## src/rtl/spi_tx_mode.sv

```systemverilog
// rtl/spi_tx_mode.sv - SPI transmit serialiser with CPOL/CPHA, bit order and valid/ready word input
// Optional holding register for gap-free back-to-back words: define SPI_TX_DOUBLE_BUFFER_EN.
// SCLK_i is sampled in the clock_i domain, so every MOSI_o, tx_done_o and underrun_o update
// lands one clock_i cycle after the SCLK_i level change that caused it.

module spi_tx_mode #(
   parameter int WIDTH     = 8,
   parameter bit CPOL      = 1'b0,
   parameter bit CPHA      = 1'b0,
   parameter bit MSB_FIRST = 1'b1
) (
   input  logic             clock_i,
   input  logic             reset_i,
   input  logic             tx_en_i,
   input  logic             SCLK_i,
   input  logic             tx_valid_i,
   input  logic [WIDTH-1:0] tx_data_i,
   output logic             tx_ready_o,
   output logic             MOSI_o,
   output logic             tx_busy_o,
   output logic             tx_done_o,
   output logic             underrun_o
);

   localparam int               CNT_W    = $clog2(WIDTH + 1);
   localparam logic [CNT_W-1:0] LAST_CNT = CNT_W'(WIDTH - 1);

   localparam logic [0:0] S_IDLE   = 1'b0;
   localparam logic [0:0] S_ACTIVE = 1'b1;

   logic [0:0]       state;
   logic [0:0]       state_n;
   logic             sclk_q;
   logic             lead_edge;
   logic             trail_edge;
   logic             word_end;
   logic [WIDTH-1:0] shift_q;
   logic [WIDTH-1:0] shift_n;
   logic [CNT_W-1:0] bit_cnt;
   logic [CNT_W-1:0] bit_cnt_n;
   logic             mosi_n;
   logic             done_n;
   logic             underrun_n;

   // Word source for the shift register: holding register or the input port
   logic             accept;
   logic             next_avail;
   logic [WIDTH-1:0] next_word;
   logic [WIDTH-1:0] next_ordered;

   // Edges only count while the frame is enabled; sclk_q keeps tracking regardless
   assign lead_edge  = tx_en_i && (sclk_q == CPOL) && (SCLK_i != CPOL);
   assign trail_edge = tx_en_i && (sclk_q != CPOL) && (SCLK_i == CPOL);
   assign word_end   = (state == S_ACTIVE) && trail_edge && (bit_cnt == LAST_CNT);
   assign tx_busy_o  = (state == S_ACTIVE);

   // Reorder the incoming word so the shift register always shifts out of its MSB
   for (genvar g = 0; g < WIDTH; g++) begin : g_order
      assign next_ordered[g] = MSB_FIRST ? next_word[g] : next_word[WIDTH-1-g];
   end

`ifdef SPI_TX_DOUBLE_BUFFER_EN
   logic             hold_valid;
   logic [WIDTH-1:0] hold_data;
   logic             shift_load;

   assign tx_ready_o = !hold_valid;
   assign accept     = tx_valid_i && !hold_valid;
   assign next_avail = hold_valid || accept;
   assign next_word  = hold_valid ? hold_data : tx_data_i;
   assign shift_load = next_avail && ((state == S_IDLE) || word_end);

   // Holding register: fills on an accept the shift register cannot take, drains on a load
   always_ff @(posedge clock_i or posedge reset_i) begin
      if (reset_i) begin
         hold_valid <= 1'b0;
         hold_data  <= '0;
      end else if (hold_valid) begin
         if (shift_load) begin
            hold_valid <= 1'b0;
         end
      end else if (accept && !shift_load) begin
         hold_valid <= 1'b1;
         hold_data  <= tx_data_i;
      end
   end
`else
   assign tx_ready_o = (state == S_IDLE);
   assign accept     = tx_valid_i && (state == S_IDLE);
   assign next_avail = accept;
   assign next_word  = tx_data_i;
`endif

   // SCLK level history for edge detection
   always_ff @(posedge clock_i or posedge reset_i) begin
      if (reset_i) begin
         sclk_q <= CPOL;
      end else begin
         sclk_q <= SCLK_i;
      end
   end

   // Next-state, shift, bit counter and output decisions
   always_comb begin
      state_n    = state;
      shift_n    = shift_q;
      bit_cnt_n  = bit_cnt;
      mosi_n     = MOSI_o;
      done_n     = 1'b0;
      underrun_n = 1'b0;

      case (state)
         S_IDLE: begin
            mosi_n     = 1'b0;
            underrun_n = lead_edge;
            if (next_avail) begin
               state_n   = S_ACTIVE;
               bit_cnt_n = '0;
               if (CPHA) begin
                  shift_n = next_ordered;
                  mosi_n  = 1'b0;
               end else begin
                  shift_n = next_ordered << 1;
                  mosi_n  = next_ordered[WIDTH-1];
               end
            end
         end

         default: begin
            if (!tx_en_i) begin
               // Abort: the current word is dropped without a done pulse
               state_n   = S_IDLE;
               bit_cnt_n = '0;
               mosi_n    = 1'b0;
            end else if (word_end) begin
               done_n    = 1'b1;
               bit_cnt_n = '0;
               if (next_avail) begin
                  if (CPHA) begin
                     shift_n = next_ordered;
                     mosi_n  = 1'b0;
                  end else begin
                     shift_n = next_ordered << 1;
                     mosi_n  = next_ordered[WIDTH-1];
                  end
               end else begin
                  state_n = S_IDLE;
                  mosi_n  = 1'b0;
               end
            end else if (trail_edge) begin
               bit_cnt_n = bit_cnt + 1'b1;
               if (!CPHA) begin
                  mosi_n  = shift_q[WIDTH-1];
                  shift_n = shift_q << 1;
               end
            end else if (lead_edge && CPHA) begin
               mosi_n  = shift_q[WIDTH-1];
               shift_n = shift_q << 1;
            end
         end
      endcase
   end

   // State and registered outputs
   always_ff @(posedge clock_i or posedge reset_i) begin
      if (reset_i) begin
         state      <= S_IDLE;
         shift_q    <= '0;
         bit_cnt    <= '0;
         MOSI_o     <= 1'b0;
         tx_done_o  <= 1'b0;
         underrun_o <= 1'b0;
      end else begin
         state      <= state_n;
         shift_q    <= shift_n;
         bit_cnt    <= bit_cnt_n;
         MOSI_o     <= mosi_n;
         tx_done_o  <= done_n;
         underrun_o <= underrun_n;
      end
   end

endmodule

```

## config.mk

```make
export PLATFORM = sky130hd
export DESIGN_NAME = spi_tx_mode
export DESIGN_NICKNAME = d
export VERILOG_FILES = /design/src/rtl/spi_tx_mode.sv
export SDC_FILE = /design/constraint.sdc
export NUM_CORES = 1
export LEC_CHECK = 0
export ABC_AREA = 1
export CAP_MARGIN = 20
export CORE_AREA = 5 5 50 52
export CTS_CLUSTER_DIAMETER = 150
export DETAILED_ROUTE_END_ITERATION = 16
export DIE_AREA = 0 0 55 57
export PLACE_DENSITY = 0.68
export SYNTH_ARGS = -nofsm -noshare
export SYNTH_HDL_FRONTEND = slang
export SYNTH_SLANG_ARGS = --single-unit
```

## constraint.sdc

```tcl
create_clock -name clock_i -period 1.4 [get_ports clock_i]
set_clock_uncertainty 0.2 [all_clocks]
set_input_delay 0.21 -clock clock_i [delete_from_list [all_inputs] [get_ports clock_i]]
set_output_delay 0.21 -clock clock_i [all_outputs]
set_load 0.02 [all_outputs]
```

==> results.md, run 1 <==
- 1st-iter DRT viols: 16
- Total gr overflow: 0
- Syn Std Cell Area: a little over 800 sq um
- Most frequent cells in the layout: 19 x nand2_1, 16 x dfrtp_1, 12 x nor2_1, 12 x buf_4, 11 x clkdlybuf4s50_1
- Violated checks: setup timing
- CTS Buf Count: 3
- Height of the die: around 57 um
- Finished Cell Area: 1260 sq um
- CTS H-tree lvls: 1
- Final Slew Violations: 0
- Via count: 784
- Final hold violation count: 0
- CTS sink count: 17
- Leak: 0.000628 uW
- Diode count: 0
- Worst hold path type: primary input to async pin
- Max Cap Viol: 0
- Final Wtd Congestion: 0.816
- Tightest Pin Transition: 0.253 ns
- Syn Inst Count: 101
- Library cells used by synthesis: 19
- Port bufs: 17
- Final WS setup: -0.00223 ns
- Post-synth top area cell: dfrtp_1
- IO Count: 18
- Unrepaired setup endpoints after global routing: true
- Initial Util: 0.403
- Worst-path maximum fanout: 5
- Fraction of registers with async set/reset: 1.00
- Root Driver: clkbuf_4
- DRC violations left: 0
- Die W: 55 um
- Fin crit period: 1.40 ns
- Gr usage total: 0.152
- Number of enable flip-flop cells after synthesis: 0
- Num rows: 17
- Post-Syn Area per Cell: 8.23 sq um
- Die area: 3140 sq um
- Critical path endpoint category: register
- Storage cell area: ~430 sq um
- Post-synth top area share: 0.512
- Fillers: slightly below 200
- Worst-skew pair later-pin latency: 0.29 ns
- Outcome: finished with violations
- Bufs on Longest Clock Path: 2
- First-pass GRT wire length: around 3500 um
- Syn_nets: 115
- WL/cell: 12.4 um
- Sequential-to-total area share from yosys stat: 0.512
- Hold_ws: 0.0203 ns
- ANT nets after route: 0
- Multi-input logic area: ~450 sq um
- Routed vias/inst: between 4 and 5
- CTS Hold Bufs: 0
- Drt total wl: 2020 um
- Core box area: 2060 sq um
- TritonCTS clock tree: yes
- Synth Flop Type: dfrtp_1
- Post-DP HPWL: 1440 um
- Number of global-route vias before repair: approximately 810
- Power Dens Cells: ~1100 nW/um^2
- Final #Nets: 150
- Max-Slew Margin vs Limit: 0.832
- Yosys synthesis warning count: 0
- FF+latch count, synth: 17
- Most common cell after layout, fill and taps aside: nand2_1
- Share of layout cells above drive strength 1: 0.333
- Max Freq: 0.713 GHz
- Placed cell areas: 1130 sq um
- Largest cells by area after synthesis: dfrtp_1 51%, nand2_1 11%, nor2_1 6.3%
- CP Class: register to register
- Area growth, synth to finish: 51.8%
- Pre-Repair DR Iteration Count: 4
- Final Setup Violations: 1
- Worst EP arrival: 1.39 ns
- Antenna violations before repair: 0
- Fin crit share: 1.00
- Critical Path Source Type: register
- Critical Path RT: 1.39 ns
- Reg clk slew, reported paths: roughly 0.1 ns
- Largest net degree at the start of global routing: 18
- Worst IR Drop VDD: 0.719 mV
## critical path: stages (launching register included)
cell     delay [ns]
dfrtp_1        0.41
ha_4           0.18
nand2_4        0.06
nor2_4         0.11
nand2_4        0.09
nand2_2        0.08
nand2_1        0.05
nand3_1        0.07
nand2_1        0.05
## synth_stat cells (3+ instances only)
library cell and number:
o21ai_0 5, dfrtp_1 17, nand2_2 3, o22ai_1 5, nand2_1 24, nand4_1 3
inv_1 12, nand3_1 8, nor2_1 14
## through the flow
stage / std cells / utilization / power, uW / setup TNS, ns / setup slack, ns
after floorplan: 101 / - / 860 / 0 / 0.0465
after global placement: 157 / 0.547 / 1040 / -3.86 / -0.323
after detailed placement: 157 / 0.547 / 1050 / -4.20 / -0.347
after CTS: 164 / 0.599 / 1360 / -0.477 / -0.104
after global routing: 163 / 0.611 / 1480 / -0.666 / -0.0828
final: 163 / 0.611 / 1370 / -0.00223 / -0.00223
## flip-flops by register name, summed over array words and instances, names as in the netlist
register    flops
MOSI_o          1
bit_cnt         4
sclk_q          1
shift_q         8
tx_busy_o       1
tx_done_o       1
underrun_o      1
## kinds of logic (layout without fill, tap and decap cells)
family	Yosys count	in the layout	share of synthesized area
simple gates	58	58	0.321
flops	17	17	0.512
buf+inv	13	47	0.0678
compound gates	12	12	0.0843
fa+ha+maj	1	1	0.0151
## timing repair
action                                  CTS  global route
buffers inserted                          3             0
pin swaps                                 7             6
endpoints found under the setup margin   20            18
resized for setup                        32            19
## final cells by class
cell class | instances | share of cell area
sequential | 17 | 0.338
inverter | 12 | 0.0357
timing repair buffer | 31 | 0.222
tap | 28 | 0.0278
clock buffer | 4 | 0.0208
multi-input combinational | 71 | 0.355
## power by group
group / internal [uW] / leakage (uW) / switching [uW]
Combinational: 228 / 0.000403 / 233
Clock: 111 / 0.0000150 / 149
Sequential: 577 / 0.000210 / 71.9
Total: 916 / 0.000628 / 455
## worst paths after layout
check                                  startpoint                endpoint  slack, ns  depth (start not counted)
setup / recovery           bit_cnt[1]$_DFFE_PP0P_  shift_q[6]$_DFFE_PP0P_     -0.002                          8
setup reg to reg           bit_cnt[1]$_DFFE_PP0P_  shift_q[6]$_DFFE_PP0P_     -0.002                          8
hold / removal                            reset_i  shift_q[7]$_DFFE_PP0P_       0.02                          3
hold reg to reg                  sclk_q$_DFF_PP0_    underrun_o$_DFF_PP0_       0.29                          1
min in group clock_i                      tx_en_i    underrun_o$_DFF_PP0_       0.21                          3
max in group asynchronous                 reset_i     tx_busy_o$_DFF_PP0_       0.78                          3
## layer usage
metal	track usage	wire (um)	vias to the layer above
met5	0	0	-
met2	0.238	1030	11
met1	0.204	919	371
li1	-	-	400
met4	0.0521	11	0
met3	0.0313	65	2
No activity file was read; power rests on OpenSTA's default activity.
==> inputs of run 2 (changes only) <==
- SLEW_MARGIN: not set -> 20
==> results of run 2 <==
Same layout as run 1: the final DEF is identical, and so are final timing and power.
